**src/rtl/dsi_rx_pkg.sv**
```systemverilog
// ============================================================================
// dsi_rx_pkg : shared states and line codes for the DSI data-lane receiver
// Rev 1.0
// ============================================================================
`default_nettype none

package dsi_rx_pkg;

   typedef enum logic [2:0] {
      STATE_STOP        = 3'd0,
      STATE_HS_RQST     = 3'd1,
      STATE_BRIDGE      = 3'd2,
      STATE_SYNC_SEARCH = 3'd3,
      STATE_RX_ACTIVE   = 3'd4,
      STATE_EOT_FLUSH   = 3'd5,
      STATE_WAIT_STOP   = 3'd6
   } state_e;

   localparam logic [7:0] SYNC_BYTE = 8'hB8;

   // LP line codes as {Dp, Dn}
   localparam logic [1:0] LP11 = 2'b11;
   localparam logic [1:0] LP01 = 2'b01;
   localparam logic [1:0] LP00 = 2'b00;

endpackage

`default_nettype wire

```
**src/rtl/dsi_rx_byte_aligner.sv**
```systemverilog
// ============================================================================
// dsi_rx_byte_aligner : sync-byte search over a 16-bit window and barrel shift
// Rev 1.0
// ============================================================================
`default_nettype none

module dsi_rx_byte_aligner
   import dsi_rx_pkg::*;
(
   input  logic       clk_phy,
   input  logic       rst_n,
   input  logic       search_i,
   input  logic [7:0] hs_byte_i,
   output logic       match_o,
   output logic [7:0] byte_o
);

   logic [7:0]  prev_q;
   logic [2:0]  offset_q;
   logic [2:0]  offset_d;
   logic [2:0]  hit_k;
   logic [7:0]  hits;
   logic [15:0] window;

   // Older byte sits in the low half: bit 0 of prev_q is the earliest bit
   assign window = {hs_byte_i, prev_q};

   for (genvar k = 0; k < 8; k++) begin : g_cmp
      assign hits[k] = (window[k +: 8] == SYNC_BYTE);
   end

   always_comb begin
      hit_k = 3'd0;
      for (int k = 7; k >= 0; k--) begin
         if (hits[k]) hit_k = 3'(k);
      end
   end

   assign match_o  = search_i & (|hits);
   assign offset_d = match_o ? hit_k : offset_q;
   assign byte_o   = window[offset_q +: 8];

   always_ff @(posedge clk_phy or negedge rst_n) begin
      if (!rst_n) begin
         prev_q   <= 8'd0;
         offset_q <= 3'd0;
      end else begin
         prev_q   <= hs_byte_i;
         offset_q <= offset_d;
      end
   end

endmodule

`default_nettype wire

```
**src/rtl/dsi_lane_rx.sv**
```systemverilog
// ============================================================================
// dsi_lane_rx : DSI data-lane receiver (LP handshake, HS sync, byte output)
// Rev 1.0
// ============================================================================
`default_nettype none

module dsi_lane_rx
   import dsi_rx_pkg::*;
#(
   parameter int SYNC_TIMEOUT = 16,
   parameter int HS_SETTLE    = 4
) (
   input  logic       clk_phy,
   input  logic       rst_n,
   input  logic       lane_enable,
   input  logic       LP_p_input,
   input  logic       LP_n_input,
   input  logic [7:0] hs_lane_input,
   input  logic       out_fifo_full,
   output logic [8:0] out_fifo_data,
   output logic       out_fifo_write,
   output logic       hs_term_enable,
   output logic       rx_active,
   output logic       sot_error,
   output logic       overflow
);

   localparam int CNT_MAX = (SYNC_TIMEOUT > HS_SETTLE) ? SYNC_TIMEOUT : HS_SETTLE;
   localparam int CNT_W   = $clog2(CNT_MAX + 1);

   logic [1:0]       lp_meta_q;
   logic [1:0]       lp_q;
   state_e           state_q, state_d;
   logic [CNT_W-1:0] cnt_q, cnt_d;
   logic [7:0]       hold_q, hold_d;
   logic             hold_vld_q, hold_vld_d;
   logic             pend_q, pend_d;
   logic [8:0]       data_q, data_d;
   logic             ovf_q, ovf_d;
   logic             sot_err;
   logic             match;
   logic [7:0]       aligned;

   dsi_rx_byte_aligner u_aligner (
      .clk_phy   (clk_phy),
      .rst_n     (rst_n),
      .search_i  (state_q == STATE_SYNC_SEARCH),
      .hs_byte_i (hs_lane_input),
      .match_o   (match),
      .byte_o    (aligned)
   );

   always_comb begin
      state_d    = state_q;
      cnt_d      = cnt_q;
      hold_d     = hold_q;
      hold_vld_d = hold_vld_q;
      pend_d     = 1'b0;
      data_d     = data_q;
      sot_err    = 1'b0;
      case (state_q)
         STATE_STOP: begin
            cnt_d      = '0;
            hold_vld_d = 1'b0;
            if (lp_q == LP01) state_d = STATE_HS_RQST;
         end
         STATE_HS_RQST: begin
            cnt_d = '0;
            if (lp_q == LP00)      state_d = STATE_BRIDGE;
            else if (lp_q == LP11) state_d = STATE_STOP;
            else if (lp_q != LP01) state_d = STATE_WAIT_STOP;
         end
         STATE_BRIDGE: begin
            if (lp_q != LP00) begin
               state_d = STATE_WAIT_STOP;
            end else if (cnt_q == CNT_W'(HS_SETTLE - 1)) begin
               state_d = STATE_SYNC_SEARCH;
               cnt_d   = '0;
            end else begin
               cnt_d = cnt_q + CNT_W'(1);
            end
         end
         STATE_SYNC_SEARCH: begin
            if (match) begin
               state_d = STATE_RX_ACTIVE;
            end else if (cnt_q == CNT_W'(SYNC_TIMEOUT - 1)) begin
               sot_err = 1'b1;
               state_d = STATE_WAIT_STOP;
            end else begin
               cnt_d = cnt_q + CNT_W'(1);
            end
         end
         STATE_RX_ACTIVE: begin
            // The held byte leaves one cycle late so the final one can carry the last flag
            pend_d = hold_vld_q;
            if (lp_q == LP11) begin
               state_d    = STATE_EOT_FLUSH;
               data_d     = {1'b1, hold_q};
               hold_vld_d = 1'b0;
            end else begin
               if (hold_vld_q) data_d = {1'b0, hold_q};
               hold_d     = aligned;
               hold_vld_d = 1'b1;
            end
         end
         STATE_EOT_FLUSH: state_d = STATE_STOP;
         STATE_WAIT_STOP: if (lp_q == LP11) state_d = STATE_STOP;
         default:         state_d = STATE_STOP;
      endcase
      if (!lane_enable) begin
         state_d    = STATE_STOP;
         pend_d     = 1'b0;
         hold_vld_d = 1'b0;
         sot_err    = 1'b0;
      end
      ovf_d = ovf_q | (pend_q & out_fifo_full);
   end

   always_ff @(posedge clk_phy or negedge rst_n) begin
      if (!rst_n) begin
         lp_meta_q  <= 2'b11;
         lp_q       <= 2'b11;
         state_q    <= STATE_STOP;
         cnt_q      <= '0;
         hold_q     <= 8'd0;
         hold_vld_q <= 1'b0;
         pend_q     <= 1'b0;
         data_q     <= 9'd0;
         ovf_q      <= 1'b0;
      end else begin
         lp_meta_q  <= {LP_p_input, LP_n_input};
         lp_q       <= lp_meta_q;
         state_q    <= state_d;
         cnt_q      <= cnt_d;
         hold_q     <= hold_d;
         hold_vld_q <= hold_vld_d;
         pend_q     <= pend_d;
         data_q     <= data_d;
         ovf_q      <= ovf_d;
      end
   end

   assign out_fifo_data  = data_q;
   assign out_fifo_write = pend_q & ~out_fifo_full;
   assign overflow       = ovf_q;
   assign sot_error      = sot_err;
   assign hs_term_enable = (state_q == STATE_BRIDGE) || (state_q == STATE_SYNC_SEARCH) ||
                           (state_q == STATE_RX_ACTIVE);
   assign rx_active      = (state_q == STATE_RX_ACTIVE) || (state_q == STATE_EOT_FLUSH);

endmodule

`default_nettype wire

```
**config.mk**
```make
export PLATFORM = sky130hd
export DESIGN_NAME = dsi_lane_rx
export DESIGN_NICKNAME = d
export VERILOG_FILES = /design/src/rtl/dsi_rx_pkg.sv /design/src/rtl/dsi_rx_byte_aligner.sv /design/src/rtl/dsi_lane_rx.sv
export SDC_FILE = /design/constraint.sdc
export NUM_CORES = 1
export LEC_CHECK = 0
export CAP_MARGIN = 30
export CELL_PAD_IN_SITES_DETAIL_PLACEMENT = 1
export CELL_PAD_IN_SITES_GLOBAL_PLACEMENT = 1
export CORE_UTILIZATION = 25
export CTS_BUF_LIST = sky130_fd_sc_hd__clkbuf_2
export DETAILED_ROUTE_END_ITERATION = 10
export GPL_TIMING_DRIVEN = 0
export HOLD_SLACK_MARGIN = 0.03
export PLACE_DENSITY = 0.51
export SYNTH_ARGS = -nofsm -noshare
export SYNTH_HDL_FRONTEND = slang
export SYNTH_SLANG_ARGS = --single-unit
```
**constraint.sdc**
```tcl
create_clock -name clk_phy -period 5.1 [get_ports clk_phy]
set_input_delay 1.02 -clock clk_phy [delete_from_list [all_inputs] [get_ports clk_phy]]
set_output_delay 1.02 -clock clk_phy [all_outputs]
set_load 0.005 [all_outputs]
```
==> results by group <==
Timing
  • Unrepaired setup endpoints after global routing: no
  • Setup TNS: 0 ns
  • Max-slew headroom: 48.7%
  • Fin. max-slew vios: 0
  • Fmax: 242 MHz
  • Crit share post-route: 81.0%
  • Final setup viols: 0
  • Tmin final: 4.13 ns
  • Worst slew pin tran: 0.763 ns
  • Final Hold Viols: 0
  • Clock Skew: 0.0331 ns

Setup path
  • CP max stage delay: 0.63 ns
  • CP max stage cell: clkdlybuf4s50_1
  • Crit path kind: in2out
  • Critical Path Sink Type: primary output
  • Critical Path Most Common Cell: clkdlybuf4s50_1
  • Crit-path max FO: 9
  • Buffers plus inverters on the worst setup path: 2
  • Critical Path Start Type: primary input
  • CP arrival: 3.11 ns
  • Critical path data required time: 4.08 ns
  • Crit-path leading delay family: buffers and inverters
  • CP Cell Sequence: clkdlybuf4s50_1, and4bb_1, o21ai_2, nand4_4, nor3_1, clkdlybuf4s50_1

Synth
  • EDFF count, synth: 0
  • Main synth FF type: dfrtp_1
  • Async SR Flop Fraction: 100%
  • Post-synth cell types: 51
  • Post-Syn Instances: 218
  • Post-synthesis sequential area ratio: 44.4%
  • Synthesized area: 2440 µm²
  • Synthesis-stage register bit count: 43
  • Syn. warnings: 0
  • Avg Cell Area, Syn: 11.2 µm²
  • Syn_nets: 238

CTS
  • Post-CTS resize count: 0
  • Post-CTS setup buffer count: 0
  • Reg clk slew, reported paths: 0.21 ns
  • CTS Buffer Depth: 2
  • Hold buffer count at cts: 0
  • CTS Sinks: 43
  • H-Tree Depth: 2
  • Clk_lat worst skew: 0.42 ns
  • CTS tree: built
  • Root Driver: clkbuf_2
  • Total CTS buffers: 5

GRT
  • Gr usage total: 12.5%
  • First-pass GRT wire length: 9920 µm
  • Vias in the first global route: 1934
  • Pin count of the biggest net entering global routing: 30
  • Antenna violations before repair: 0
  • GRT overflow: 0

Drt
  • Met3 WL: 143 µm
  • DRC: 0
  • Highest Signal Layer: met4
  • Drt first pass iters: 6
  • Met2 routed WL: 2670 µm
  • Wl on met1: 2870 µm
  • Vias/cell: 4.70
  • Total Wirelength: 5720 µm
  • Remaining antenna violation count: 0
  • Routed WL per cell: 14.9 µm
  • Vias: 1801
  • Drt first-iter violations: 53

Place
  • Port bufs: 27
  • Final Wtd Congestion: 0.729
  • Post-place instance area: 2880 µm²
  • Dpl hpwl: 4300 µm

Floorplanning
  • Die width: 101 µm
  • # rows: 35
  • Initial Util: 26.1%
  • IO Count: 28
  • Die area: 10100 µm²
  • CORE AREA: 9330 µm²
  • Die Y: 101 µm

Power
  • P_int: 724 µW
  • Pwr dens: 363 nW/µm²
  • Clock power frac: 18.3%
  • Leakage: 1.16 nW
  • IR Drop Worst-Case VDD: 0.117 mV
  • Net switching power: 346 µW
  • Flop pwr share: 44.3%
  • Comb pwr share: 37.4%
  • Sw Ratio: 32.4%

Outcome
  • Outcome: finished, final reports clean

Cells and area
  • Post-route cell area: 2950 µm²
  • Final nets: 273
  • Diodes inserted: 0
  • Fraction of layout cells with a size suffix above 1: 20.9%
  • Area Overhead vs Synth: 20.9%

Flow run
  • # Max-Cap Violations: 0

Hold path
  • Hold Crit Class: reg2reg
-- cell type report --
| type | count | area [µm²] |
|---|---|---|
| repair buffers | 28 | 285 |
| flip-flops and latches | 43 | 1080 |
| inverters | 8 | 30.0 |
| fillers | 1058 | 6380 |
| multi-input cells | 158 | 1260 |
| clock inverters | 3 | 38.8 |
| well taps | 129 | 161 |
| clock buffers | 5 | 25.0 |
| plain buffers | 9 | 63.8 |
-- through the flow --
| step | hold slack [ns] | instances | total power [mW] | util (%) | setup WS [ns] |
|---|---|---|---|---|---|
| after CTS | 0.375 | 383 | 1.09 | 31.6 | 0.964 |
| after detailed placement | 0.348 | 375 | 0.887 | 30.9 | 0.961 |
| after global routing | 0.384 | 383 | 1.16 | 31.6 | 0.828 |
| final | 0.373 | 383 | 1.07 | 31.6 | 0.971 |
| after global placement | 0.347 | 374 | 0.882 | 30.8 | 0.951 |
| after floorplan | 0.345 | 218 | 0.714 | - | 2.25 |
-- worst paths after layout --
check / slack (ns) / endpoint / cells past startpoint / startpoint
worst max register to register: 2.90 / cnt_q[2] / 6 / cnt_q[0]
worst min register to register: 0.37 / lp_q[0] / 0 / lp_meta_q[0]
max in group asynchronous: 4.11 / u_aligner.offset_q[1] / 2 / rst_n
min in group asynchronous: 0.46 / cnt_q[2] / 1 / rst_n
worst max-delay path: 0.97 / sot_error / 6 / hs_lane_input[1]
worst min-delay path: 0.37 / lp_q[0] / 0 / lp_meta_q[0]
-- worst reg2reg max path, stage by stage, from the launching register on --
cell and delay (ns):
dfrtp_1 0.45, ha_1 0.22, or4b_1 0.50, o21ai_0 0.39, nor2_1 0.09, a21oi_1 0.29, o311ai_0 0.16
-- state kept, by name, summed over array words and instances (netlist names) --
signal / flops
out_fifo_data: 9
hold_vld_q: 1
pend_q: 1
u_aligner.prev_q: 8
lp_meta_q: 2
overflow: 1
cnt_q: 5
state_q: 3
u_aligner.offset_q: 3
lp_q: 2
hold_q: 8
-- routing by layer --
metal	vias to the layer above	track usage, %
li1	873	-
met3	4	2.36
met2	28	20.2
met5	-	0
met1	896	17.4
met4	0	2.68
-- power groups by stage --
stage | sequential, mW | combinational, mW | clock, mW
detailed placement | 0.484 | 0.403 | 0
floorplan | 0.470 | 0.243 | 0
finish | 0.474 | 0.400 | 0.196
global placement | 0.480 | 0.401 | 0
CTS | 0.476 | 0.406 | 0.207
global route | 0.488 | 0.449 | 0.221
-- Yosys cell counts (2+ instances only) --
| cell | instances | area, µm² |
|---|---|---|
| dfstp_2 | 4 | 105 |
| a22o_1 | 2 | 17.5 |
| nor4bb_1 | 4 | 40.0 |
| mux2i_1 | 14 | 140 |
| dfrtp_1 | 39 | 976 |
| mux2_2 | 13 | 146 |
| nand2_1 | 11 | 41.3 |
| buf_6 | 2 | 22.5 |
| ha_1 | 6 | 75.1 |
| nor4b_1 | 2 | 17.5 |
| nor3_1 | 4 | 20.0 |
| nor2b_1 | 4 | 25.0 |
| a31oi_1 | 2 | 12.5 |
| nor2_1 | 22 | 82.6 |
| a21oi_1 | 17 | 85.1 |
| nand2b_1 | 2 | 12.5 |
| o21ai_2 | 2 | 17.5 |
| o21a_1 | 5 | 37.5 |
| inv_1 | 8 | 30.0 |
| and4bb_1 | 3 | 37.5 |
| o2bb2ai_1 | 2 | 17.5 |
| o21ai_0 | 9 | 45.0 |
| buf_2 | 4 | 20.0 |
| a21boi_0 | 3 | 22.5 |
| mux4_2 | 4 | 90.1 |
| and4bb_2 | 4 | 50.1 |
| clkbuf_1 | 2 | 7.51 |
-- placed cells by master (no fill, tap or decap), types with 3 or more instances in the layout --
master,Yosys,routed
dfrtp_1,39,39
clkdlybuf4s50_1,0,26
nor2_1,22,22
a21oi_1,17,17
mux2i_1,14,14
mux2_2,13,13
nand2_1,11,11
o21ai_0,9,9
inv_1,8,8
ha_1,6,6
buf_2,4,5
o21a_1,5,5
clkbuf_2,0,5
and4bb_2,4,4
nor4bb_1,4,4
nor2b_1,4,4
nor3_1,4,4
mux4_2,4,4
dfstp_2,4,4
and4bb_1,3,3
a21boi_0,3,3
-- logic make-up after synthesis --
kind of cell | count (synthesis) | synth area share (%)
AND/OR/NAND/NOR | 67 | 17.6
AO/OA/AOI/OAI | 53 | 15.1
flip-flops | 43 | 44.4
multiplexers | 32 | 16.1
buffers and inverters | 17 | 3.85
adder cells (fa/ha/maj) | 6 | 3.08
Power figures use the tool's default switching activity.
